[config.mk]
export PLATFORM = sky130hd
export DESIGN_NAME = bridge_buffer
export DESIGN_NICKNAME = d
export VERILOG_FILES = /design/src/rtl/bridge_buffer_pkg.sv /design/src/rtl/bridge_buffer_fifo_mem.sv /design/src/rtl/bridge_buffer.sv
export SDC_FILE = /design/constraint.sdc
export NUM_CORES = 1
export LEC_CHECK = 0
export ABC_AREA = 1
export BUFFER_PORTS_ARGS = -buffer_cell sky130_fd_sc_hd__buf_4
export CORE_MARGIN = 8
export CORE_UTILIZATION = 45
export CTS_BUF_LIST = sky130_fd_sc_hd__clkbuf_8
export DETAILED_ROUTE_END_ITERATION = 16
export PLACE_DENSITY = 0.67
export SYNTH_ARGS = -nofsm -noshare
export SYNTH_HDL_FRONTEND = slang
export SYNTH_HIERARCHICAL = 1
export SYNTH_SLANG_ARGS = --single-unit
export TNS_END_PERCENT = 100
[constraint.sdc]
create_clock -name clk -period 6.65 [get_ports clk]
set_input_delay 1.33 -clock clk [delete_from_list [all_inputs] [get_ports clk]]
set_output_delay 1.33 -clock clk [all_outputs]
set_load 0.02 [all_outputs]
[src/rtl/bridge_buffer_pkg.sv]
// Shared flit layout and types for the bridge buffer.
// Flit: [15] valid, [14:12] dest, [11:0] payload.
package bridge_buffer_pkg;

  localparam int CONTROL_W = 16;
  localparam int VALID_F   = 15;
  localparam int DEST_HI   = 14;
  localparam int DEST_LO   = 12;

  typedef logic [CONTROL_W-1:0] flit_t;

endpackage

[src/rtl/bridge_buffer_fifo_mem.sv]
// Flit storage for the bridge buffer.
// One synchronous write port, one asynchronous read port.
import bridge_buffer_pkg::*;

module bridge_fifo_mem #(
  parameter int DEPTH = 4,
  parameter int AW    = 2
) (
  input  logic          clk,
  input  logic          i_we,
  input  logic [AW-1:0] i_waddr,
  input  flit_t         i_wdata,
  input  logic [AW-1:0] i_raddr,
  output flit_t         o_rdata
);

  flit_t r_mem [DEPTH];

  // Store the flit at the write pointer.
  always_ff @(posedge clk) begin
    if (i_we) r_mem[i_waddr] <= i_wdata;
  end

  assign o_rdata = r_mem[i_raddr];

endmodule

[src/rtl/bridge_buffer.sv]
// Bridge-path receive FIFO between two rings.
// Optional macro BRIDGE_BYPASS_EN: empty-FIFO cut-through to inj.
import bridge_buffer_pkg::*;

module bridge_buffer #(
  parameter int DEPTH = 4
) (
  input  logic       clk,
  input  logic       rst,
  input  logic       push,
  input  flit_t      eject,
  output logic       bfull,
  output flit_t      inj,
  input  logic       accept,
  output logic [2:0] bsize
);

  localparam int AW = (DEPTH > 1) ? $clog2(DEPTH) : 1;
  localparam logic [AW-1:0] LAST = AW'(DEPTH - 1);
  localparam logic [2:0] FULL = 3'(DEPTH);

  logic [AW-1:0] r_wr_ptr;
  logic [AW-1:0] r_rd_ptr;
  logic [2:0]    r_count;

  logic          w_full;
  logic          w_empty;
  logic          w_push_ok;
  logic          w_we;
  logic          w_pop;
  logic [AW-1:0] w_wr_nxt;
  logic [AW-1:0] w_rd_nxt;
  flit_t         w_head;
  flit_t         w_stored;

  // Full/empty come from registered count only.
  assign w_full    = (r_count == FULL);
  assign w_empty   = (r_count == 3'd0);
  assign w_push_ok = push && eject[VALID_F] && !w_full;
  assign w_pop     = accept && !w_empty;

  assign w_wr_nxt = (r_wr_ptr == LAST) ? '0 : r_wr_ptr + 1'b1;
  assign w_rd_nxt = (r_rd_ptr == LAST) ? '0 : r_rd_ptr + 1'b1;

  assign w_stored = w_empty ? '0 : w_head;

`ifdef BRIDGE_BYPASS_EN
  logic w_byp;

  // A valid push into an empty FIFO is offered at once;
  // if it is taken the same cycle it is never stored.
  assign w_byp = w_empty && push && eject[VALID_F];
  assign w_we  = w_push_ok && !(w_byp && accept);
  assign inj   = w_byp ? eject : w_stored;
`else
  assign w_we  = w_push_ok;
  assign inj   = w_stored;
`endif

  assign bfull = w_full;
  assign bsize = r_count;

  // Pointer and occupancy update; pointers wrap at DEPTH-1.
  always_ff @(posedge clk) begin
    if (rst) begin
      r_wr_ptr <= '0;
      r_rd_ptr <= '0;
      r_count  <= 3'd0;
    end else begin
      if (w_we)  r_wr_ptr <= w_wr_nxt;
      if (w_pop) r_rd_ptr <= w_rd_nxt;
      unique case ({w_we, w_pop})
        2'b10:   r_count <= r_count + 3'd1;
        2'b01:   r_count <= r_count - 3'd1;
        default: r_count <= r_count;
      endcase
    end
  end

  bridge_fifo_mem #(
    .DEPTH (DEPTH),
    .AW    (AW)
  ) u_mem (
    .clk     (clk),
    .i_we    (w_we),
    .i_waddr (r_wr_ptr),
    .i_wdata (eject),
    .i_raddr (r_rd_ptr),
    .o_rdata (w_head)
  );

endmodule
# Yosys cells after proc, flatten, opt, wreduce, memory -nomap -nowiden

Memories as Yosys holds them, arrays and structs flattened. A register that Yosys moved wholly into a read port is not among the register bits.
Cells that the tools add are included.

Flip-flop bits (word level): 7
Latch bits: 0
RAM bits: 64
Bits in read-only memories: 0
Input port bits: 20
Output and inout port bits: 20
Logic and storage cells: 28
Memories kept: 1

Memories:

| name        | words | width | read ports | clocked after Yosys merged registers in | wr ports | line                         | RTL |
|---|---|---|---|---|---|---|---|
| u_mem.r_mem | 4     | 16    | 1          | 1                                       | 1        | bridge_buffer_fifo_mem.sv:17 | `flit_t r_mem [DEPTH];` |

Add/subtract/negate cells: 4
$mul: 0
Div/mod/pow operators: 0
Magnitude comparators: 0
Equal/unequal tests: 5
Shifts and indexed selects: 0
Muxes and demuxes: 8
Bitwise gates (word level): 0
Reduce and logical (&&, ||, !) cells: 7

Operators with widths:

| kind                                              | count |
|---|---|
| 2-to-1 mux 16 bit                                 | 1 |
| 2-to-1 mux 2 bit                                  | 4 |
| == test 2 bit (second input constant)             | 3 |
| case mux 3 bit (2 select lines)                   | 1 |
| adder 2 x 1 -> 2 bit (second input constant)      | 2 |
| adder 3 x 1 -> 3 bit (second input constant)      | 1 |
| == test 3 bit (second input constant)             | 1 |
| logical AND 1 bit                                 | 3 |
| zero test 3 bit                                   | 1 |
| subtractor 3 x 1 -> 3 bit (second input constant) | 1 |
| == test 2 x 1 -> 1 bit (second input constant)    | 1 |
| zero test 1 bit                                   | 2 |
| 2-to-1 mux 1 bit                                  | 2 |
| nonzero test 2 bit                                | 1 |

# Depth between registers and ports, before layout

Gate-level depths: netlist (run 1).

Depth after elaboration: 5
Depth in mapped cells: 13
Mapped depth without buffers: 13

# Modules after synthesis

The synthesis (run 1) kept the hierarchy.

Modules (own cells, without submodules):

| module          | times used | cells each | area an instance (µm²) | seq. area each (µm²) |
|---|---|---|---|---|
| bridge_fifo_mem | 1          | 259        | 2758.9                 | 1921.8 |
| bridge_buffer   | 1          | 95         | 624.3                  | 140.1 |

# Worst setup path after synthesis (run 1)

OpenSTA, ideal clock, no wires.

Kind: in2reg
Start point: input port push
End point: memory u_mem/r_mem[0][0] (netlist name) (enable)
Setup time: 0.409 ns
Arrival time: 2.775 ns
Required time: 6.241 ns
Setup slack: 3.466 ns
Stages on the path: 6
Path through: nand2_1 -> inv_1 -> nand2_4 -> inv_2 -> inv_1 -> nor3_1

Word-level cells in the longest chain between the ends: 4

RTL lines:

| item                                   | line                         | RTL |
|---|---|---|
| start, declared                        | bridge_buffer.sv:10          | `input logic push,` |
| logical AND 1 bit (2 in series)        | bridge_buffer.sv:39          | `assign w_push_ok = push && eject[VALID_F] && !w_full;` |
| via w_push_ok                          | bridge_buffer.sv:28          | `logic w_push_ok;` |
| 2-to-1 mux 1 bit                       | bridge_buffer_fifo_mem.sv:21 | `if (i_we) r_mem[i_waddr] <= i_wdata;` |
| 2-to-1 mux 1 bit (implied by the code) | bridge_buffer_fifo_mem.sv:21 |  |
| end, declared                          | bridge_buffer_fifo_mem.sv:17 |  |

The timed path passes the listed nets, and every way through them passes these cells.

==> results.toml, run 1 <==
[power]
power_mw = 1.46
p_leak_nw = 1.89
irDropWorstVdd_mv = 0.148
cellPowerDensity_nw_per_um2 = 374

[sta]
post-route-min-period_ps = 3370
fin_tns_setup_ps = 0
setup_slack_ps = 3280
fmax_mhz = 297
setup_viol = 0
hold_violations = 0
final.setup_skew_ps = 11.5
period_share_pct = 50.7
hold_slack_ps = 529
tightest_slew_ps = 786
rsz0062_at_grt = "no"
slew_headroom_pct = 47.3
finalMaxSlewViolations = 0

[worst_hold_path]
min_path_type = "reg -> reg"
whs_path_depth = 1
min_to = "bsize[0]"
min-delay-start = "bsize[0]"

[synth]
yosysMostFrequentCell = "inv_1"
yosys-top-cells-area = "edfxtp_1 (57%), inv_1 (11%), nand2_1 (10%)"
synth_nets = 378
yosysSeqAreaShare_pct = 60.9
syn-instance-count = 354
synth_top_area_share_pct = 56.8
syn_area_um2 = 3380
postSynthAreaPerCell_um2 = 9.56
yosys_register_bits = 71
synthArstFlopShare_pct = 0
ys.flop_type = "edfxtp_1"
synth_edf_count = 64
yosysWarnings = 6
synthTopCellsByCount = "inv_1 (97), nand2_1 (91), edfxtp_1 (64)"
yosysUniqueCellTypes = 24
yosys.area.top_type = "edfxtp_1"

[cts]
clockRootBuffer = "clkbuf_8"
path_clk_slew_ps = 70
cts_buffer_depth = 2
insertion_delay_ps = 340
postCtsSetupRepairBufs = 0
cts_tree = "yes"
cts_num_sinks = 71
post_cts_resized = 0
cts_buffers = 9
hold_buffers = 0
htreeDepth = 3

[run]
maxCapViolCount = 0

[finish]
areaGrowthSynthToFinish_pct = 15.2
antenna_cells = 0
fin_nets = 422
drive_gt1_share_pct = 19.9

[grt]
antenna_found_initial = 0
grt_max_degree = 37
grtUsageTotal_pct = 13.2
overflow = 0
grt_pass1_vias = 2269
grt_pass1_wl_um = 10600

[critical_path]
critPathRequiredTime_ps = 5320
end_kind = "output port"
worstSetupPathType = "reg -> out"
reg2reg_slack_ps = 4590
ff2ff_path_depth = 7
rr_endpoint = "u_mem/r_mem[3][4]"
critPathArrivalTime_ps = 2040
r2r_start = "bsize[0]"
start_kind = "register"
critPathMaxFanout = 19

[route]
wl_per_cell_um = 12.5
vias_per_cell = 4.47
wirelength_um = 6290
drtPass1Iterations = 4
num_vias = 2242
drt_iter0_drc = 86
drcViolationCount = 0
antenna_left = 0

[floorplan]
die-width_um = 103
start_util_pct = 46.6
rows = 31
dieArea_um2 = 10500
ios = 40
die_h_um = 103
core_um2 = 7250

[placed_design]
routabilityCongestion = 0.798
port_buffers = 39
hpwl_um = 4200
place_ws_ps = 3590

[status]
status = "finished clean"
-- layout make-up --
type / instances / area [µm²]
Clock inverter: 7 / 32.5
Multi-Input combinational cell: 171 / 840
Clock buffer: 9 / 124
Inverter: 101 / 387
Timing Repair Buffer: 44 / 330
Fill cell: 658 / 3350
Tap cell: 99 / 124
Sequential cell: 71 / 2060
-- power by group --
group	switching, mW	internal [mW]	leakage (nW)
sequential	0.0326	0.517	0.639
clock	0.150	0.129	0.0865
combinational	0.404	0.225	1.16
total	0.587	0.871	1.89
-- worst max-delay path, cell delays in order, from the launching register on --
cell and delay (ps):
dfxtp_1 830, inv_2 340, nand3_1 170, nand2_1 60, inv_1 100, nor2_4 40
buf_4 150
-- worst max path at each step --
stage           startpoint           endpoint  slack, ps  cells after the start
6_report       r_rd_ptr[1]            inj[15]       3280                      6
5_1_grt        r_rd_ptr[1]            inj[15]       3110                      6
4_1_cts        r_rd_ptr[1]            inj[15]       3220                      6
3_5_place_dp   r_rd_ptr[1]            inj[15]       3590                      6
3_3_place_gp   r_rd_ptr[1]            inj[15]       3650                      6
2_1_floorplan         push  u_mem/r_mem[0][0]       3470                      6
-- through the flow --
| step | instances | utilization (%) | area, µm² |
|---|---|---|---|
| 2_1_floorplan | 354 | - | 3380 |
| 3_3_place_gp | 486 | 51.6 | 3740 |
| 3_5_place_dp | 486 | 51.6 | 3740 |
| 4_1_cts | 502 | 53.8 | 3900 |
| 5_1_grt | 502 | 53.8 | 3900 |
| 6_report | 502 | 53.8 | 3900 |
-- flip-flops by register name (all words and copies together) (netlist names) --
| signal | cells |
|---|---|
| r_rd_ptr | 2 |
| bsize | 3 |
| r_wr_ptr | 2 |
| u_mem/r_mem | 64 |
-- layer usage --
layer  up-vias  global-route usage, %  part of all wire [%]
li1       1162                      -                     -
met1      1037                   14.5                    44
met2        33                   23.2                    51
met3        10                   3.17                   3.2
met4         0                   6.77                   2.0
met5         -                      0                     0
-- kinds of logic (layout without fill, tap and decap cells) --
| kind of cell | after synthesis | in the layout | share of synthesized area [%] |
|---|---|---|---|
| adder cells (fa/ha/maj) | 4 | 4 | 1.70 |
| flip-flops | 71 | 71 | 60.9 |
| AND/OR/NAND/NOR | 162 | 162 | 21.8 |
| AO/OA/AOI/OAI | 5 | 5 | 0.740 |
| buffers and inverters | 112 | 161 | 14.8 |
-- placed cells by master, fill, tap and decap left out, types with 3 or more instances in the layout --
master	n
a21oi_1	3
dfxtp_1	7
buf_4	44
nor2_1	15
inv_1	99
edfxtp_1	64
ha_1	3
nor2_4	5
nand3_1	34
clkbuf_8	9
nand2_1	91
nor2_2	7
nor3_2	4
Power figures use the tool's default switching activity.
==> run 2: changes to the inputs <==
Settings changed: PLACE_DENSITY 0.67 to 0.7.
Clock period 6.65 ns to 3 ns, I/O delays scaled along.
==> results.toml, run 2 (same netlist as run 1, synthesis figures left out) <==
[grt]
grt_max_degree = 35
grt_pass1_wl_um = 10700
antenna_found_initial = 0
grtUsageTotal_pct = 13.4
use_met2_pct = 23.2
grt_pass1_vias = 2333
gr-usage-met1_pct = 14.7
overflow = 0
grt-busiest-layer = "met2"
grtUsageMet3_pct = 2.77

[floorplan]
core_um2 = 7250
dieArea_um2 = 10500
die-width_um = 103
ios = 40
die_h_um = 103
rows = 31
start_util_pct = 46.6

[finish]
largest_register_ffs = 64
final_cell_mix = "inv_1 (97), nand2_1 (91), edfxtp_1 (64)"
fin_nets = 424
final_cells = 504
post-route-util_pct = 54.4
regMostFlops = "u_mem/r_mem"
antenna_cells = 0
areaGrowthSynthToFinish_pct = 16.6
final_common_cell = "inv_1"
design_area_um2 = 3950
drive_gt1_share_pct = 20.7
nFillCells = 656

[placed_design]
placed_area_um2 = 3760
port_buffers = 39
routabilityCongestion = 0.800
place_inst = 488
hpwl_um = 4210

[cts]
hold_buffers = 0
cts_buffers = 9
postCtsSetupRepairBufs = 0
post_cts_resized = 0
cts_num_sinks = 71
clockRootBuffer = "clkbuf_8"
insertion_delay_ps = 340
cts_tree = "yes"
path_clk_slew_ps = 70
cts_buffer_depth = 2
htreeDepth = 3

[critical_path]
end_kind = "output port"
worstSetupPathType = "reg -> out"
critPathRequiredTime_ps = 2400
crit_path_end = "inj[15]"
path_cells = "inv_2 -> nand3_1 -> nand2_1 -> inv_1 -> nor2_4 -> buf_4"
reg2reg_slack_ps = 1060
startpoint = "r_rd_ptr[1]"
r2r_start = "bsize[0]"
slowest_delay_ps = 600
critPathMaxFanout = 16
rr_endpoint = "u_mem/r_mem[2][5]"
critPathArrivalTime_ps = 1730
ff2ff_path_depth = 7
start_kind = "register"
cp_slowest_cell = "dfxtp_1"

[power]
cellPowerDensity_nw_per_um2 = 846
comb_power_share_pct = 42.4
seqPwrFrac_pct = 36.2
irDropWorstVdd_mv = 0.403
p_leak_nw = 1.90
p_int_mw = 2.03
switching_share_pct = 39.3
power_frac_clock_pct = 21.4
switchingPower_mw = 1.31

[route]
wl_per_cell_um = 12.6
drtPass1Iterations = 4
vias_per_cell = 4.48
num_vias = 2259
drcViolationCount = 0
drt_iter0_drc = 129
antenna_left = 0
wirelength_um = 6340

[sta]
fin_tns_setup_ps = 0
finalMaxSlewViolations = 0
fmax_mhz = 429
final.setup_skew_ps = 7.65
setup_viol = 0
slew_headroom_pct = 58.2
period_share_pct = 77.7
tightest_slew_ps = 623
post-route-min-period_ps = 2330
rsz0062_at_grt = "no"
hold_violations = 0

[status]
status = "finished clean"

[worst_hold_path]
min_path_type = "in -> reg"

[run]
maxCapViolCount = 0
## run 2: critical path: cells and delay by family (launching register included)
family        cells  cell delay, ps
buf+inv           3             520
flops             1             600
simple gates      3             270
## run 2: layer usage
metal	up-vias	share of wire (%)
li1	1164	-
met1	1046	42
met2	40	52
met3	9	4.2
met4	0	2.0
met5	-	0
## run 2: worst min-delay path by stage
stage,start,to,slack (ps),depth (start not counted)
finish,eject[11],u_mem/r_mem[2][11],460,1
global route,eject[11],u_mem/r_mem[0][11],450,1
CTS,eject[11],u_mem/r_mem[0][11],430,1
detailed placement,bsize[0],bsize[0],520,1
global placement,bsize[0],bsize[0],510,1
floorplan,r_rd_ptr[1],r_rd_ptr[1],500,2
## run 2: metrics by stage
stage	hold slack, ps	power [mW]	worst slack, ps
after floorplan	499	2.30	546
after global placement	505	2.65	836
after detailed placement	519	2.67	778
after CTS	435	3.39	636
after global routing	445	3.57	545
final	458	3.34	668
## run 2: layout make-up
type	instances	area [µm²]	area share (%)
multi-input combinational	171	840	21.3
inverter	101	387	9.80
sequential	71	2060	52.3
tap	99	124	3.14
clock inverter	7	63.8	1.62
timing repair buffer	46	345	8.75
clock buffer	9	124	3.14
## run 2: power groups by stage
stage          Combinational [mW]  Sequential, mW  Clock (mW)
5_1_grt                      1.59            1.22       0.767
2_1_floorplan                1.07            1.23           0
3_5_place_dp                 1.44            1.23           0
4_1_cts                      1.45            1.21       0.736
3_3_place_gp                 1.42            1.23           0
6_report                     1.42            1.21       0.714
